--- src/rtl/cnn_pkg.sv ---
// Shared constants for the 3x3 convolution datapath: default widths, kernel
// geometry and the rd_row phase encoding used by the pixel read stream.
package cnn_pkg;

  localparam int unsigned CNN_PIX_W = 8;
  localparam int unsigned CNN_WGT_W = 8;
  localparam int unsigned CNN_OUT_W = CNN_PIX_W + CNN_WGT_W + 1 + 4;

  // Kernel edge length and number of taps
  localparam int unsigned K     = 3;
  localparam int unsigned NTAPS = K * K;

  // rd_row phase encoding
  localparam logic [1:0] ROW0     = 2'd0;
  localparam logic [1:0] ROW1     = 2'd1;
  localparam logic [1:0] ROW2     = 2'd2;
  localparam logic [1:0] ROW_IDLE = 2'd3;

endpackage

--- src/rtl/mac9_pipe.sv ---
// Two-stage 9-tap multiply-accumulate: S1 holds the products, S2 holds the
// summed result. Both stages stall under output back-pressure.
module mac9_pipe
  import cnn_pkg::*;
#(
  parameter int unsigned PIX_W = CNN_PIX_W,
  parameter int unsigned WGT_W = CNN_WGT_W,
  parameter int unsigned OUT_W = CNN_OUT_W
) (
  input  logic                              clk,
  input  logic                              rst,
  input  logic                              launch,
  input  logic [NTAPS-1:0][PIX_W-1:0]       pix,
  input  logic [NTAPS-1:0][WGT_W-1:0]       wgt,
  input  logic                              out_ready,
  output logic                              in_ready,
  output logic                              out_valid,
  output logic signed [OUT_W-1:0]           conv_out
);

  localparam int unsigned PROD_W = PIX_W + WGT_W + 1;

  logic                               s1_valid_q;
  logic [NTAPS-1:0][PROD_W-1:0]       prod_q;
  logic [NTAPS-1:0][PROD_W-1:0]       prod_d;
  logic signed [OUT_W-1:0]            sum_d;
  logic                               out_valid_q;
  logic signed [OUT_W-1:0]            conv_q;
  logic                               s2_load;

  assign s2_load   = !out_valid_q || out_ready;
  assign in_ready  = !s1_valid_q || s2_load;
  assign out_valid = out_valid_q;
  assign conv_out  = conv_q;

  // Products of zero-extended pixels with signed weights
  always_comb begin
    prod_d = '0;
    for (int i = 0; i < int'(NTAPS); i++) begin
      prod_d[i] = PROD_W'($signed({1'b0, pix[i]})) * PROD_W'($signed(wgt[i]));
    end
  end

  // Sign-extended sum of the registered products
  always_comb begin
    sum_d = '0;
    for (int i = 0; i < int'(NTAPS); i++) begin
      sum_d = sum_d + OUT_W'($signed(prod_q[i]));
    end
  end

  // S1/S2 registers; S1 only moves when S2 can take its contents
  always_ff @(posedge clk) begin
    if (rst) begin
      s1_valid_q  <= 1'b0;
      prod_q      <= '0;
      out_valid_q <= 1'b0;
      conv_q      <= '0;
    end else begin
      if (in_ready) begin
        s1_valid_q <= launch;
        if (launch) prod_q <= prod_d;
      end
      if (s2_load) begin
        out_valid_q <= s1_valid_q;
        if (s1_valid_q) conv_q <= sum_d;
      end
    end
  end

endmodule

--- src/rtl/conv3x3_window_mac.sv ---
// Sliding 3x3 window assembly from per-row pixel reads, kernel weight register
// file, and hand-off of each full window to the MAC pipeline.
module conv3x3_window_mac
  import cnn_pkg::*;
#(
  parameter int unsigned PIX_W = CNN_PIX_W,
  parameter int unsigned WGT_W = CNN_WGT_W,
  parameter int unsigned OUT_W = CNN_OUT_W
) (
  input  logic                    clk,
  input  logic                    rst,
  input  logic                    line_start,
  input  logic                    rd_valid,
  input  logic [1:0]              rd_row,
  input  logic [PIX_W-1:0]        rd_data,
  input  logic                    rd_zero,
  output logic                    in_ready,
  input  logic                    w_we,
  input  logic [3:0]              w_idx,
  input  logic [WGT_W-1:0]        w_data,
  output logic                    out_valid,
  input  logic                    out_ready,
  output logic signed [OUT_W-1:0] conv_out
);

  // The oldest window column is taken from hist_q[0] at launch time, so only
  // the two most recent completed columns need storing.
  logic [1:0][K-1:0][PIX_W-1:0]   hist_q, hist_d;
  logic [1:0][PIX_W-1:0]          col_buf_q, col_buf_d;
  logic [1:0]                     exp_row_q, exp_row_d, exp_row_eff;
  logic [1:0]                     col_cnt_q, col_cnt_d, col_cnt_eff;
  logic [NTAPS-1:0][WGT_W-1:0]    wgt_q;

  logic                           accept;
  logic [PIX_W-1:0]               pix_in;
  logic                           col_done;
  logic                           launch;
  logic [K-1:0][PIX_W-1:0]        new_col;
  logic [NTAPS-1:0][PIX_W-1:0]    mac_pix;

  assign pix_in = rd_zero ? '0 : rd_data;
  assign accept = rd_valid && in_ready && (rd_row != ROW_IDLE);

  // line_start clears first so a same-cycle sample starts the new line
  assign exp_row_eff = line_start ? ROW0 : exp_row_q;
  assign col_cnt_eff = line_start ? 2'd0 : col_cnt_q;

  assign new_col = {pix_in, col_buf_q[1], col_buf_q[0]};

  // Column assembly and window shift
  always_comb begin
    hist_d    = hist_q;
    col_buf_d = col_buf_q;
    exp_row_d = exp_row_eff;
    col_cnt_d = col_cnt_eff;
    col_done  = 1'b0;
    if (accept) begin
      case (rd_row)
        ROW0: begin
          col_buf_d[0] = pix_in;
          exp_row_d    = ROW1;
        end
        ROW1: begin
          if (exp_row_eff == ROW1) begin
            col_buf_d[1] = pix_in;
            exp_row_d    = ROW2;
          end else begin
            exp_row_d = ROW0;
          end
        end
        ROW2: begin
          exp_row_d = ROW0;
          col_done  = (exp_row_eff == ROW2);
        end
        default: ;
      endcase
    end
    if (col_done) begin
      hist_d[0] = hist_q[1];
      hist_d[1] = new_col;
      col_cnt_d = (col_cnt_eff == 2'd3) ? 2'd3 : col_cnt_eff + 2'd1;
    end
  end

  assign launch = col_done && (col_cnt_d == 2'd3);

  // Row-major tap vector of the window as it stands after this completion
  always_comb begin
    mac_pix = '0;
    for (int r = 0; r < int'(K); r++) begin
      mac_pix[K*r+0] = hist_q[0][r];
      mac_pix[K*r+1] = hist_q[1][r];
      mac_pix[K*r+2] = new_col[r];
    end
  end

  // Window, column buffer, row expectation and column count state
  always_ff @(posedge clk) begin
    if (rst) begin
      hist_q    <= '0;
      col_buf_q <= '0;
      exp_row_q <= ROW0;
      col_cnt_q <= 2'd0;
    end else begin
      hist_q    <= hist_d;
      col_buf_q <= col_buf_d;
      exp_row_q <= exp_row_d;
      col_cnt_q <= col_cnt_d;
    end
  end

  // Kernel register file; indices above 8 are dropped
  always_ff @(posedge clk) begin
    if (rst) begin
      wgt_q <= '0;
    end else begin
      for (int i = 0; i < int'(NTAPS); i++) begin
        if (w_we && (w_idx == 4'(i))) wgt_q[i] <= w_data;
      end
    end
  end

  mac9_pipe #(
    .PIX_W (PIX_W),
    .WGT_W (WGT_W),
    .OUT_W (OUT_W)
  ) u_mac9_pipe (
    .clk       (clk),
    .rst       (rst),
    .launch    (launch),
    .pix       (mac_pix),
    .wgt       (wgt_q),
    .out_ready (out_ready),
    .in_ready  (in_ready),
    .out_valid (out_valid),
    .conv_out  (conv_out)
  );

endmodule

--- config.mk ---
export PLATFORM = sky130hd
export DESIGN_NAME = conv3x3_window_mac
export DESIGN_NICKNAME = d
export VERILOG_FILES = /design/src/rtl/cnn_pkg.sv /design/src/rtl/mac9_pipe.sv /design/src/rtl/conv3x3_window_mac.sv
export SDC_FILE = /design/constraint.sdc
export NUM_CORES = 2
export LEC_CHECK = 0
export CAP_MARGIN = 20
export CELL_PAD_IN_SITES_DETAIL_PLACEMENT = 1
export CELL_PAD_IN_SITES_GLOBAL_PLACEMENT = 2
export CORE_MARGIN = 4
export CORE_UTILIZATION = 44
export DETAILED_ROUTE_END_ITERATION = 8
export PLACE_DENSITY_LB_ADDON = 0.3
export SLEW_MARGIN = 5
export SYNTH_ARGS = -nofsm -noshare
export SYNTH_HDL_FRONTEND = slang
export SYNTH_SLANG_ARGS = --single-unit
--- constraint.sdc ---
create_clock -name clk -period 13.05 [get_ports clk]
set_input_delay 2.61 -clock clk [delete_from_list [all_inputs] [get_ports clk]]
set_output_delay 2.61 -clock clk [all_outputs]
set_load 0.05 [all_outputs]
Word-level counts from Yosys, hierarchy flattened
Cells that the tools add are included.
{ "word_totals": {"regBits": 316, "word_cells": 96, "output_inout_bits": 23, "in_bits": 29} }
{ "classes": {"mul": 9, "n_eq_ne": 15, "addsub": 9, "n_reduce_logical": 22, "muxes": 10} }
{ "op_table": {"columns": ["operator", "n"], "rows": [
  ["$mul 9x8->17", 9],
  ["$add 21x17->21", 6],
  ["$add 18x17->19", 1],
  ["$add 17x17->18", 1],
  ["$eq 4x3->1 const B", 4],
  ["$logic_and 1x1->1", 12],
  ["$mux 2", 6],
  ["$eq 2x2->1 const B", 4],
  ["$eq 4x2->1 const B", 2],
  ["$mux 8", 1],
  ["$pmux 2 s3", 1],
  ["$reduce_and 2->1", 3],
  ["$eq 2x1->1 const B", 2],
  ["$eq 4x1->1 const B", 1],
  ["$eq 4x4->1 const B", 1],
  ["$logic_not 4->1", 1],
  ["$reduce_and 3->1", 1],
  ["$add 2x1->2 const B", 1],
  ["$logic_not 1->1", 2],
  ["$logic_not 2->1", 1],
  ["$logic_or 1x1->1", 2],
  ["$mux 1", 2],
  ["$ne 2x2->1 const B", 1]
]} }

Longest topological paths before layout
{ "logic_depth": {"depth_word": 10, "ltp_mapped": 24, "ltp_nobuf": 23} }

Modules after synthesis
From an unflattened synthesis, not the netlist that was laid out.
{ "hier_totals": {"cells_unflattened": 3905, "area_unflattened_um2": 34973.5} }
{ "by_module_without_submodules": {"columns": ["module", "instances", "area_each_um2", "seq_area_each_um2", "cells_each"], "rows": [
  ["mac9_pipe", 1, 29380.7, 3523.4, 3396],
  ["conv3x3_window_mac", 1, 5592.9, 2802.7, 509]
]} }

Least setup slack after synthesis
No wires, ideal clock.
{ "synth_path": {"kind": "input to register", "startpoint": "input rd_data[7]", "endpoint": "register u_mac9_pipe.prod_q[150] (netlist name)", "setup_time_ps": 70, "path_buffers": 1, "slack_ps": 6353, "required_time_ps": 12980, "path_stages": 17, "arrival_time_ps": 6627, "path_cell_list": "nor2b_1 clkbuf_1 nand2_1 fa_1 fa_1 inv_1 fa_1 inv_1 fa_1 inv_1 ha_1 o21ai_0 a21boi_1 o22a_1 a311oi_1 or3_1 a21oi_1"} }
{ "synth_via": {"elab_chain_cells": 2} }
{ "synth_rtl": {"columns": ["item", "line_no", "source"], "rows": [
  ["from (decl)", "conv3x3_window_mac.sv:15", "input logic [PIX_W-1:0] rd_data,"],
  ["$mux 8", "conv3x3_window_mac.sv:41", "assign pix_in = rd_zero ? '0 : rd_data;"],
  ["$mul 9x8->17", "mac9_pipe.sv:40", "prod_d[i] = PROD_W'($signed({1'b0, pix[i]})) * PROD_W'($signed(wgt[i]));"],
  ["to (signal assigned)", "mac9_pipe.sv:62", "if (launch) prod_q <= prod_d;"],
  ["to (decl)", "mac9_pipe.sv:24", "logic [NTAPS-1:0][PROD_W-1:0] prod_q;"]
]} }
Every way passes these cells.
A chain may end at the register's enable or synchronous reset.

Worst setup path after layout
{ "layout_path": {"startpoint": "input rd_zero", "endpoint": "register u_mac9_pipe.prod_q[150] (netlist name)"} }
{ "layout_via": {"elab_chain_cells": 2} }
{ "layout_rtl": {"columns": ["item", "line_no", "source"], "rows": [
  ["from (decl)", "conv3x3_window_mac.sv:16", "input logic rd_zero,"],
  ["$mux 8", "conv3x3_window_mac.sv:41", null],
  ["$mul 9x8->17", "mac9_pipe.sv:40", null]
]} }
Every way passes these cells.

==> out/metrics.yaml <==
drt_wl_total_um: 102000
fin_setup_tns_ps: 0
path_clk_slew_ps: 50
post_synth.cell_area_avg_um2: 8.72
synth_cells: 4025
vias: 26900
power_density_mw_per_mm2: 63.5
area_growth_pct: 8.15
yosysSeqAreaShare_pct: 18.0
drt_iter0_drc: 1238
port_buffers: 51
met3WireLength_um: 3740
period_needed_ps: 7650
insertion_delay_ps: 600
worst-path-buf-inv: 4
drc_errors: 0
synth.most_common_cell: "inv_1"
die_w_um: 290
cp_max_fo: 11
relSlewSlack_pct: 9.18
crit_family: "adder cells"
hold_depth: 2
required_ps: 13560
cts.sinks: 316
synth_top_cell_by_area: "fa_1"
antenna_found_initial: 1
num_rows: 103
dp.cells: 4963
vdd_drop_max_v: 0.0000849
io_pins: 52
finalCritPeriodShare_pct: 58.6
num-nets-final: 4856
swShare_pct: 24.5
firstDrtPassIters: 4
gr-usage-all-layers_pct: 24.3
worstMarginPinSlew_ps: 1350
h-tree-depth: 2
grt_overflow: 0
clkPwrFrac_pct: 55.4
syn-num-nets: 4924
first_global_vias: 28900
synth_area_leaders: "fa_1, dfxtp_1, ha_1"
core_region_area_mm2: 0.0790
leakage_nw: 18.1
synth_edf_count: 0
postSynth.asyncResetShare_pct: 0
r2r_cells: 23
layout.cells.non_filler: 5042
p_switching_mw: 0.591
pwr-share-seq_pct: 40.6
drive_above_1_share_pct: 3.08
ys_warn_count: 0
fmax_mhz: 131
place.gp.congestion: 0.841
grt_max_degree: 85
setup_violations: 0
finalHoldViolCount: 0
path_cells: "clkdlybuf4s50_1 > nor2b_1 > nand2_1 > fa_1 > fa_1 > inv_1 > fa_1 > inv_1 > fa_1 > inv_1 > ha_1 > o21ai_0 > a21boi_1 > o22a_1 > a311oi_1 > or3_1 > a21oi_1"
syn_area_mm2: 0.0351
yosys_register_bits: 316
drv_slew: 0
die-height_um: 290
fin_util_pct: 48.0
wl_per_cell_um: 20.2
cpMostUsedCell: "fa_1"
numCtsBuffers: 42
intPower_mw: 1.82
post_cts_buffers: 0
wl_met1_um: 46200
crit_arrival_ps: 8160
cts_tree: "done"
hold_start: "u_mac9_pipe.conv_out[7]"
end_kind: "flop"
clock_skew_ps: 26.7
ant_nets: 0
ys_types: 72
critPathMaxStageDelay_ps: 800
rsz0062_at_grt: "false"
hold_buffers: 0
min_path_type: "flop to flop"
slowest_stage: "nor2b_1"
r2r_slack_ps: 6000
min_to: "u_mac9_pipe.conv_out[7]"
status: "finished, final reports clean"
r2r_start: "u_mac9_pipe.prod_q[1]"
die_area_mm2: 0.0843
start_util_pct: 44.4
top_layer_used: "met4"
ys.flop_type: "dfxtp_1"
reg2reg_to: "u_mac9_pipe.conv_out[18]"
grt_pass1_wl_um: 163000
hpwlAfterDp_um: 79900
root_buffer: "clkbuf_16"
yosysTopAreaCellShare_pct: 25.3
vias_per_cell: 5.33
ys_top_cells_by_count: "inv_1, nand2_1, fa_1"
cap_violations: 0
wl_met2_um: 47900
clk_path_buf_depth: 3
cp-start-kind: "input pin"
ctsResizeCount: 0
path_class: "input pin to flop"
p_comb_share_pct: 4.0
## worst max path at each step
| stage | start | end | slack (ps) | cells after the start |
|---|---|---|---|---|
| after detailed placement | rd_zero | u_mac9_pipe.prod_q[150] | 4780 | 17 |
| after CTS | rd_zero | u_mac9_pipe.prod_q[150] | 5420 | 17 |
| final | rd_zero | u_mac9_pipe.prod_q[150] | 5400 | 17 |
| after global routing | rd_zero | u_mac9_pipe.prod_q[150] | 5050 | 19 |
| after floorplan | rd_data[7] | u_mac9_pipe.prod_q[150] | 6350 | 17 |
| after global placement | rd_zero | u_mac9_pipe.prod_q[150] | 4850 | 17 |
## layer usage
| layer | vias to the layer above | GRT usage, % |
|---|---|---|
| met4 | 0 | 8.25 |
| met5 | - | 0 |
| met1 | 13600 | 32.5 |
| met2 | 378 | 41.1 |
| met3 | 131 | 2.91 |
| li1 | 12800 | - |
## layout by cell type, fill, tap and decap left out, types with 8 or more instances in the layout
cell type and count:
nor4b_1 10, dfxtp_1 316, mux2i_1 91, buf_4 22
o21ai_0 62, o21a_1 36, or3_1 24, ha_1 426
clkdlybuf4s50_1 50, a211oi_1 28, xor2_1 36, nor3_1 84
xnor2_1 40, nor2b_1 30, bufinv_16 9, and3_1 8
o21bai_1 10, a31oi_1 18, fa_1 444, a21o_1 38
nand2b_1 57, nor4_1 12, nand3_1 56, nand3b_1 10
a21oi_1 242, nor2_1 192, and2_1 306, a221o_1 11
clkbuf_16 43, a22o_1 9, clkinv_2 8, nand2_1 511
inv_1 617
## worst min-delay path: stages (launching register included)
cell	delay (ps)
dfxtp_1	310
nand2_1	50
a21oi_1	50
## final cells by class
type                            instances  area (um^2)
Fill cell                            9259        41100
Timing Repair Buffer                   73          681
Antenna cell                            1         2.50
Inverter                              617         2320
Clock inverter                         27          408
Sequential cell                       316         6330
Clock buffer                           51         1170
Tap cell                             1050         1310
Multi-Input combinational cell       2907        25700
## power groups by stage
stage / combinational (mW) / clock [mW] / sequential (mW)
3_3_place_gp: 0.0957 / 0 / 1.00
5_1_grt: 0.106 / 1.40 / 0.979
2_1_floorplan: 0.0562 / 0 / 0.993
3_5_place_dp: 0.0973 / 0 / 1.00
6_report: 0.0965 / 1.33 / 0.979
4_1_cts: 0.0978 / 1.37 / 0.978
## flip-flops by register name, indices dropped and copies added (netlist names)
name and flops:
u_mac9_pipe.out_valid 1, exp_row_q 2, wgt_q 72, u_mac9_pipe.prod_q 153, hist_q 48, col_buf_q 16
u_mac9_pipe.s1_valid_q 1, col_cnt_q 2, u_mac9_pipe.conv_out 21
## metrics by stage
stage | area (um^2) | hold slack, ps | setup slack [ps] | power (mW)
floorplan | 35100 | 432 | 6350 | 1.05
global placement | 36400 | 440 | 4850 | 1.10
detailed placement | 36400 | 445 | 4780 | 1.10
CTS | 37900 | 452 | 5420 | 2.45
global route | 37900 | 474 | 5050 | 2.49
finish | 37900 | 450 | 5400 | 2.41
## cell families after synthesis
logic type	Yosys count	share of synthesized area (%)
DFF	316	18.0
AOI/OAI and AO/OA	528	9.49
muxes	91	2.60
and+or+nand+nor	1342	18.7
xor gates and xnor gates	76	1.90
adders and majority gates	870	40.5
buffers and inverters	802	8.72
(Power assumes the default switching activity.)
